$ cat src/rtl/ebus_diag_edp_reader.sv
// EBUS-side initiator for EDP diagnostic reads: strobes DIAG_FUNC, waits for a settled EBUS, returns the word.
// Build option EBUS_DIAG_TIMEOUT_EN adds a per-register timeout that answers with a zero word and rsp_timeout.
module ebus_diag_edp_reader #(
    parameter int SETTLE_CYCLES  = 2,
    parameter int TIMEOUT_CYCLES = 16
) (
    input  logic        clk,
    input  logic        reset_n,
    input  logic        req_valid,
    output logic        req_ready,
    input  logic [2:0]  req_func,
    input  logic        req_all,
    output logic        diag_read_func_12x,
    output logic [2:0]  diag_func,
    input  logic        ebus_driving,
    input  logic [35:0] ebus_data,
    output logic        rsp_valid,
    input  logic        rsp_ready,
    output logic [35:0] rsp_data,
    output logic [2:0]  rsp_func,
    output logic        rsp_timeout,
    output logic        rsp_last,
    output logic        busy
);
    // state  | meaning
    // IDLE   | waiting for a request
    // STROBE | strobe high, counting settled EBUS cycles
    // RESP   | response held until accepted
    // GAP    | one strobe-low cycle so the EDP releases the EBUS
    typedef enum logic [1:0] {IDLE, STROBE, RESP, GAP} state_t;

    localparam int SW = $clog2(SETTLE_CYCLES + 1);

    generate
        if (SETTLE_CYCLES < 1 || TIMEOUT_CYCLES <= SETTLE_CYCLES) begin : g_param_check
            $error("ebus_diag_edp_reader: invalid SETTLE_CYCLES/TIMEOUT_CYCLES");
        end
    endgenerate

    state_t          state, state_nxt;
    logic [SW-1:0]   settle_cnt;
    logic [2:0]      sel;
    logic            scan_all;
    logic            capture;
    logic            timeout_hit;

    assign capture = (state == STROBE) && ebus_driving &&
                     (settle_cnt == SW'(SETTLE_CYCLES - 1));

`ifdef EBUS_DIAG_TIMEOUT_EN
    localparam int TW = $clog2(TIMEOUT_CYCLES + 1);
    logic [TW-1:0] tmo_cnt;

    assign timeout_hit = (state == STROBE) && (tmo_cnt == TW'(TIMEOUT_CYCLES - 1));

    always_ff @(posedge clk or negedge reset_n) begin
        if (!reset_n) begin
            tmo_cnt <= '0;
        end else if (state == STROBE) begin
            tmo_cnt <= tmo_cnt + TW'(1);
        end else begin
            tmo_cnt <= '0;
        end
    end
`else
    assign timeout_hit = 1'b0;
`endif

    always_ff @(posedge clk or negedge reset_n) begin
        if (!reset_n) begin
            state <= IDLE;
        end else begin
            state <= state_nxt;
        end
    end

    always_comb begin
        state_nxt = state;
        case (state)
            IDLE:    if (req_valid) state_nxt = STROBE;
            STROBE:  if (capture || timeout_hit) state_nxt = RESP;
            RESP:    if (rsp_ready) state_nxt = rsp_last ? IDLE : GAP;
            GAP:     state_nxt = STROBE;
            default: state_nxt = IDLE;
        endcase
    end

    always_ff @(posedge clk or negedge reset_n) begin
        if (!reset_n) begin
            settle_cnt  <= '0;
            sel         <= 3'd0;
            scan_all    <= 1'b0;
            rsp_data    <= '0;
            rsp_func    <= 3'd0;
            rsp_timeout <= 1'b0;
            rsp_last    <= 1'b0;
        end else begin
            case (state)
                IDLE: begin
                    if (req_valid) begin
                        scan_all   <= req_all;
                        sel        <= req_all ? 3'd0 : req_func;
                        settle_cnt <= '0;
                    end
                end
                STROBE: begin
                    settle_cnt <= ebus_driving ? settle_cnt + SW'(1) : '0;
                    // capture takes priority when both land on the same edge
                    if (capture) begin
                        rsp_data    <= ebus_data;
                        rsp_timeout <= 1'b0;
                        rsp_func    <= sel;
                        rsp_last    <= !scan_all || (sel == 3'd7);
                    end else if (timeout_hit) begin
                        rsp_data    <= '0;
                        rsp_timeout <= 1'b1;
                        rsp_func    <= sel;
                        rsp_last    <= !scan_all || (sel == 3'd7);
                    end
                end
                RESP: begin
                    if (rsp_ready && !rsp_last) begin
                        sel <= sel + 3'd1;
                    end
                end
                GAP: begin
                    settle_cnt <= '0;
                end
                default: ;
            endcase
        end
    end

    assign req_ready          = (state == IDLE);
    assign busy               = (state != IDLE);
    assign rsp_valid          = (state == RESP);
    assign diag_read_func_12x = (state == STROBE);
    assign diag_func          = (state == STROBE) ? sel : 3'd0;

endmodule

$ cat config.mk
export PLATFORM = sky130hd
export DESIGN_NAME = ebus_diag_edp_reader
export DESIGN_NICKNAME = d
export VERILOG_FILES = /design/src/rtl/ebus_diag_edp_reader.sv
export SDC_FILE = /design/constraint.sdc
export NUM_CORES = 1
export LEC_CHECK = 0
export CORE_ASPECT_RATIO = 0.6
export CORE_MARGIN = 2
export CORE_UTILIZATION = 45
export DETAILED_ROUTE_END_ITERATION = 7
export PLACE_DENSITY_LB_ADDON = 0.15
export SLEW_MARGIN = 20
export SYNTH_ARGS = -nofsm -noshare
export SYNTH_HDL_FRONTEND = slang
export SYNTH_SLANG_ARGS = --single-unit
$ cat constraint.sdc
create_clock -name clk -period 2.61 [get_ports clk]
set_input_delay 0.522 -clock clk [delete_from_list [all_inputs] [get_ports clk]]
set_output_delay 0.522 -clock clk [all_outputs]
set_load 0.02 [all_outputs]
==> results list <==
* Area share of the largest cell type after synthesis: 57.8%
- Area delta synth->final: 50.4%
- Clock buffer count from CTS: 5
* Total of buffers placed on input and output ports: 91
- Mapped Cells: 142
- Share of flip-flops with an asynchronous set or reset after synthesis: 100%
- Mean number of vias per cell: 4.84
- Number of antenna violations at the first check in global routing: 0
- CTS tree: built
- Number of storage elements in the synthesis netlist: 48
- For this design the ratio of total power to cell area is 1210 nW/µm².
* Count of cell types in the netlist: 25
- Initial core utilization: 46.0%
- Final setup viols: 0
- Derived from the worst setup path, the maximum achievable clock frequency is 0.414 GHz.
* Worst-Skew Late Latency: 0.29 ns
- Counting along the longest clock path gives a buffer depth of 2.
- Core region area: between 4000 and 5000 µm²
* Top cell types by occurrence after synthesis: 48 x dfrtp_1, 38 x mux2_2, 7 x nand2_1, 6 x ha_1, 6 x inv_1
* Register area: about 1200 µm²
* Shortest clock period the worst path allows after layout: roughly 2.4 ns
* DRC violation count after routing: 0
- Post-synth net total: 193
- Number of flops mapped to enable cells by yosys: 0
- Share of post-route cells with drive strength above 1: between 20% and 30%
- Count of cells resized by post-cts repair: 0
* Sort of element at the end of the critical path: output port
- After clock tree synthesis, the flow added hold-fix buffers numbering 0.
- Combinational share of power: roughly 54%
- In this run, the number of DRC markers left after iteration 0 of detailed routing was 75.
- Worst slew pin tran: 0.508 ns
- In the final layout, the multi-input gates occupy 785 µm².
* Final count of hold timing violations: 0
- Horizontal die dimension: 91.7 µm
* Total standard cell area after synthesis: 2080 µm²
- Global routing used about a fifth of the available tracks across all layers.
* Detailed-placement wirelength estimate: 3540 µm
- Counting the fill cells in the layout gives 330.
- The clock network accounts for between 10% and 20% of the total power.
- The die covers 5200 µm².
* Io pins: 93
- The total overflow left after global routing is 0.
- Clock transition at the registers of the reported paths: 0.08 ns
- From bottom edge to top edge, the die measures 56.6 µm.
- Count of H-tree levels built during CTS: 2
* Switching power share of the total: 36.2%
- The endpoint identified for the worst register-to-register timing path is rsp_data[25]$_DFFE_PN0P_.
- Registers are responsible for 34.3% of the overall power.
- In the post-synthesis netlist, the cell with the most instances is dfrtp_1.
* Synthesized area per cell: 14.6 µm²
* Part of the Yosys area used for sequential elements: 57.8%
- Number of vias after detailed routing: 1,463
* Post-CTS setup repair buffer count: 0
- Number of pins with negative max-slew slack in the final report: 0
- Critical path data arrival time: approximately 1.9 ns
- Of all cell types, the one taking the most synthesized area is dfrtp_1.
- Rows: 19
- Entering global routing, the biggest net connects 27 pins.
* Flop-to-flop setup slack: 0.81 ns
- Count of synthesis-stage warnings from yosys: 0
* Critical path start-end classification: flop to output port
- The worst-case IR drop observed on VDD is 0.663 mV.
- Ratio of final minimum period to clock period: 92.6%
* Max-slew headroom: 66.2%
* Residual antenna-violating net count after detailed routing: 0
* Area contributors post-synth: dfrtp_1 58%, mux2_2 21%, ha_1 3.6%, mux2_4 2.9%, clkbuf_8 2.6%
* Util after Layout: 69.2%
* Average wire per standard cell: 15.2 µm
- For the worst flop-to-flop path, the logic depth is 5.
- Unrepaired setup endpoints after global routing: false
- For this run, the detailed router's first-pass iteration total came to 4.
* WL final: 4580 µm
- Final clock skew: roughly 0.0042 ns
- The run finished with clean final reports.
- The tree is rooted in a clkbuf_8.
- Leak: ~1.4 nW
- Type of element launching the critical path: flop
- Switch Pwr: 1.37 mW
- At the end of the flow, the number of nets in the layout was around 290.
- Vias in the first global route: 1,616
- Hold Crit Class: input pin to asynchronous set/reset pin
- GPL Wtd Cong: 0.810
* Antenna cell count: 0
- After routing, the total negative slack on setup checks comes to 0 ns.
* Startpoint of the most critical register-to-register path: state[1]$_DFFE_PN0P_
- CP required: 2.09 ns
* Max-cap viol count: 0
- The first global-routing pass estimated 7760 µm of wire.
- Max Fanout on Critical Path: 8
- Sinks on Clock Net: 48
- Cell internal power was estimated by the tool at between 2 and 2.5 mW.
* Top_reg_cell synth: dfrtp_1
## area by class of cell
type,instances,area share [%]
clock buffers,8,2.88
repair buffers,95,30.3
inverters,6,0.721
well taps,63,2.52
flip-flops and latches,48,38.4
multi-input cells,82,25.1
## worst max-delay path, stage by stage, from the launching register on
cell and delay (ns):
dfrtp_1 0.40, inv_1 0.09, ha_1 0.33, and2_1 0.18, clkdlybuf4s50_1 0.61
## metal layers
layer | track usage [%] | share of wire (%) | routed length (µm) | vias up
met5 | 0 | 0 | 0 | -
met4 | 5.33 | 0.76 | 35 | 0
met3 | 7.11 | 9.3 | 425 | 4
met2 | 30.3 | 47 | 2140 | 70
met1 | 25.0 | 43 | 1980 | 706
li1 | - | - | - | 683
## stage by stage
step / power, mW / instances / hold slack (ns) / area, µm² / worst slack [ns]
2_1_floorplan: 2.41 / 142 / 0.226 / 2080 / 0.934
5_1_grt: 4.00 / 302 / 0.217 / 3130 / 0.0713
3_3_place_gp: 3.28 / 294 / 0.468 / 3040 / 0.579
4_1_cts: 3.82 / 302 / 0.198 / 3130 / 0.177
6_report: 3.78 / 302 / 0.194 / 3130 / 0.192
3_5_place_dp: 3.36 / 294 / 0.471 / 3040 / 0.507
## registers in the layout, indices dropped and copies added (netlist names)
name        count
rsp_data       36
rsp_func        3
rsp_last        1
scan_all        1
sel             3
settle_cnt      2
state           2
## worst max path at each step
stage                               from                  to  slack [ns]  depth (start not counted)
floorplan           state[0]$_DFFE_PN0P_  sel[1]$_DFFE_PN0P_        0.93                          5
global placement    state[1]$_DFFE_PN0P_        diag_func[2]        0.58                          4
global route        state[1]$_DFFE_PN0P_        diag_func[2]        0.07                          4
CTS                 state[1]$_DFFE_PN0P_        diag_func[2]        0.18                          4
detailed placement  state[1]$_DFFE_PN0P_        diag_func[2]        0.51                          4
finish              state[1]$_DFFE_PN0P_        diag_func[2]        0.19                          4
## logic make-up after synthesis
kind of cell	share of synthesized area (%)
muxes	24.0
other	0.180
adders and majority gates	3.61
AOI/OAI and AO/OA	4.52
DFF	57.8
buffers and inverters	4.45
and+or+nand+nor	5.48
## placed cells by master, fill, tap and decap left out, types with 2 or more instances in the layout
master | netlist | layout
a21oi_1 | 2 | 2
a22o_1 | 2 | 2
and2_1 | 3 | 3
buf_4 | 2 | 3
clkbuf_1 | 0 | 2
clkbuf_8 | 4 | 6
clkdlybuf4s50_1 | 0 | 90
dfrtp_1 | 48 | 48
ha_1 | 6 | 6
inv_1 | 6 | 6
mux2_2 | 38 | 38
mux2_4 | 4 | 4
nand2_1 | 7 | 7
nand2b_1 | 2 | 2
nor2_1 | 2 | 2
o21ai_0 | 5 | 5
## power by group through the flow
| stage | logic, mW | clock network [mW] | registers, mW |
|---|---|---|---|
| after floorplan | 0.756 | 0 | 1.65 |
| after detailed placement | 2.05 | 0 | 1.31 |
| after global routing | 2.17 | 0.484 | 1.34 |
| final | 2.05 | 0.439 | 1.30 |
| after CTS | 2.06 | 0.458 | 1.30 |
| after global placement | 2.00 | 0 | 1.29 |
(Power assumes the default switching activity.)
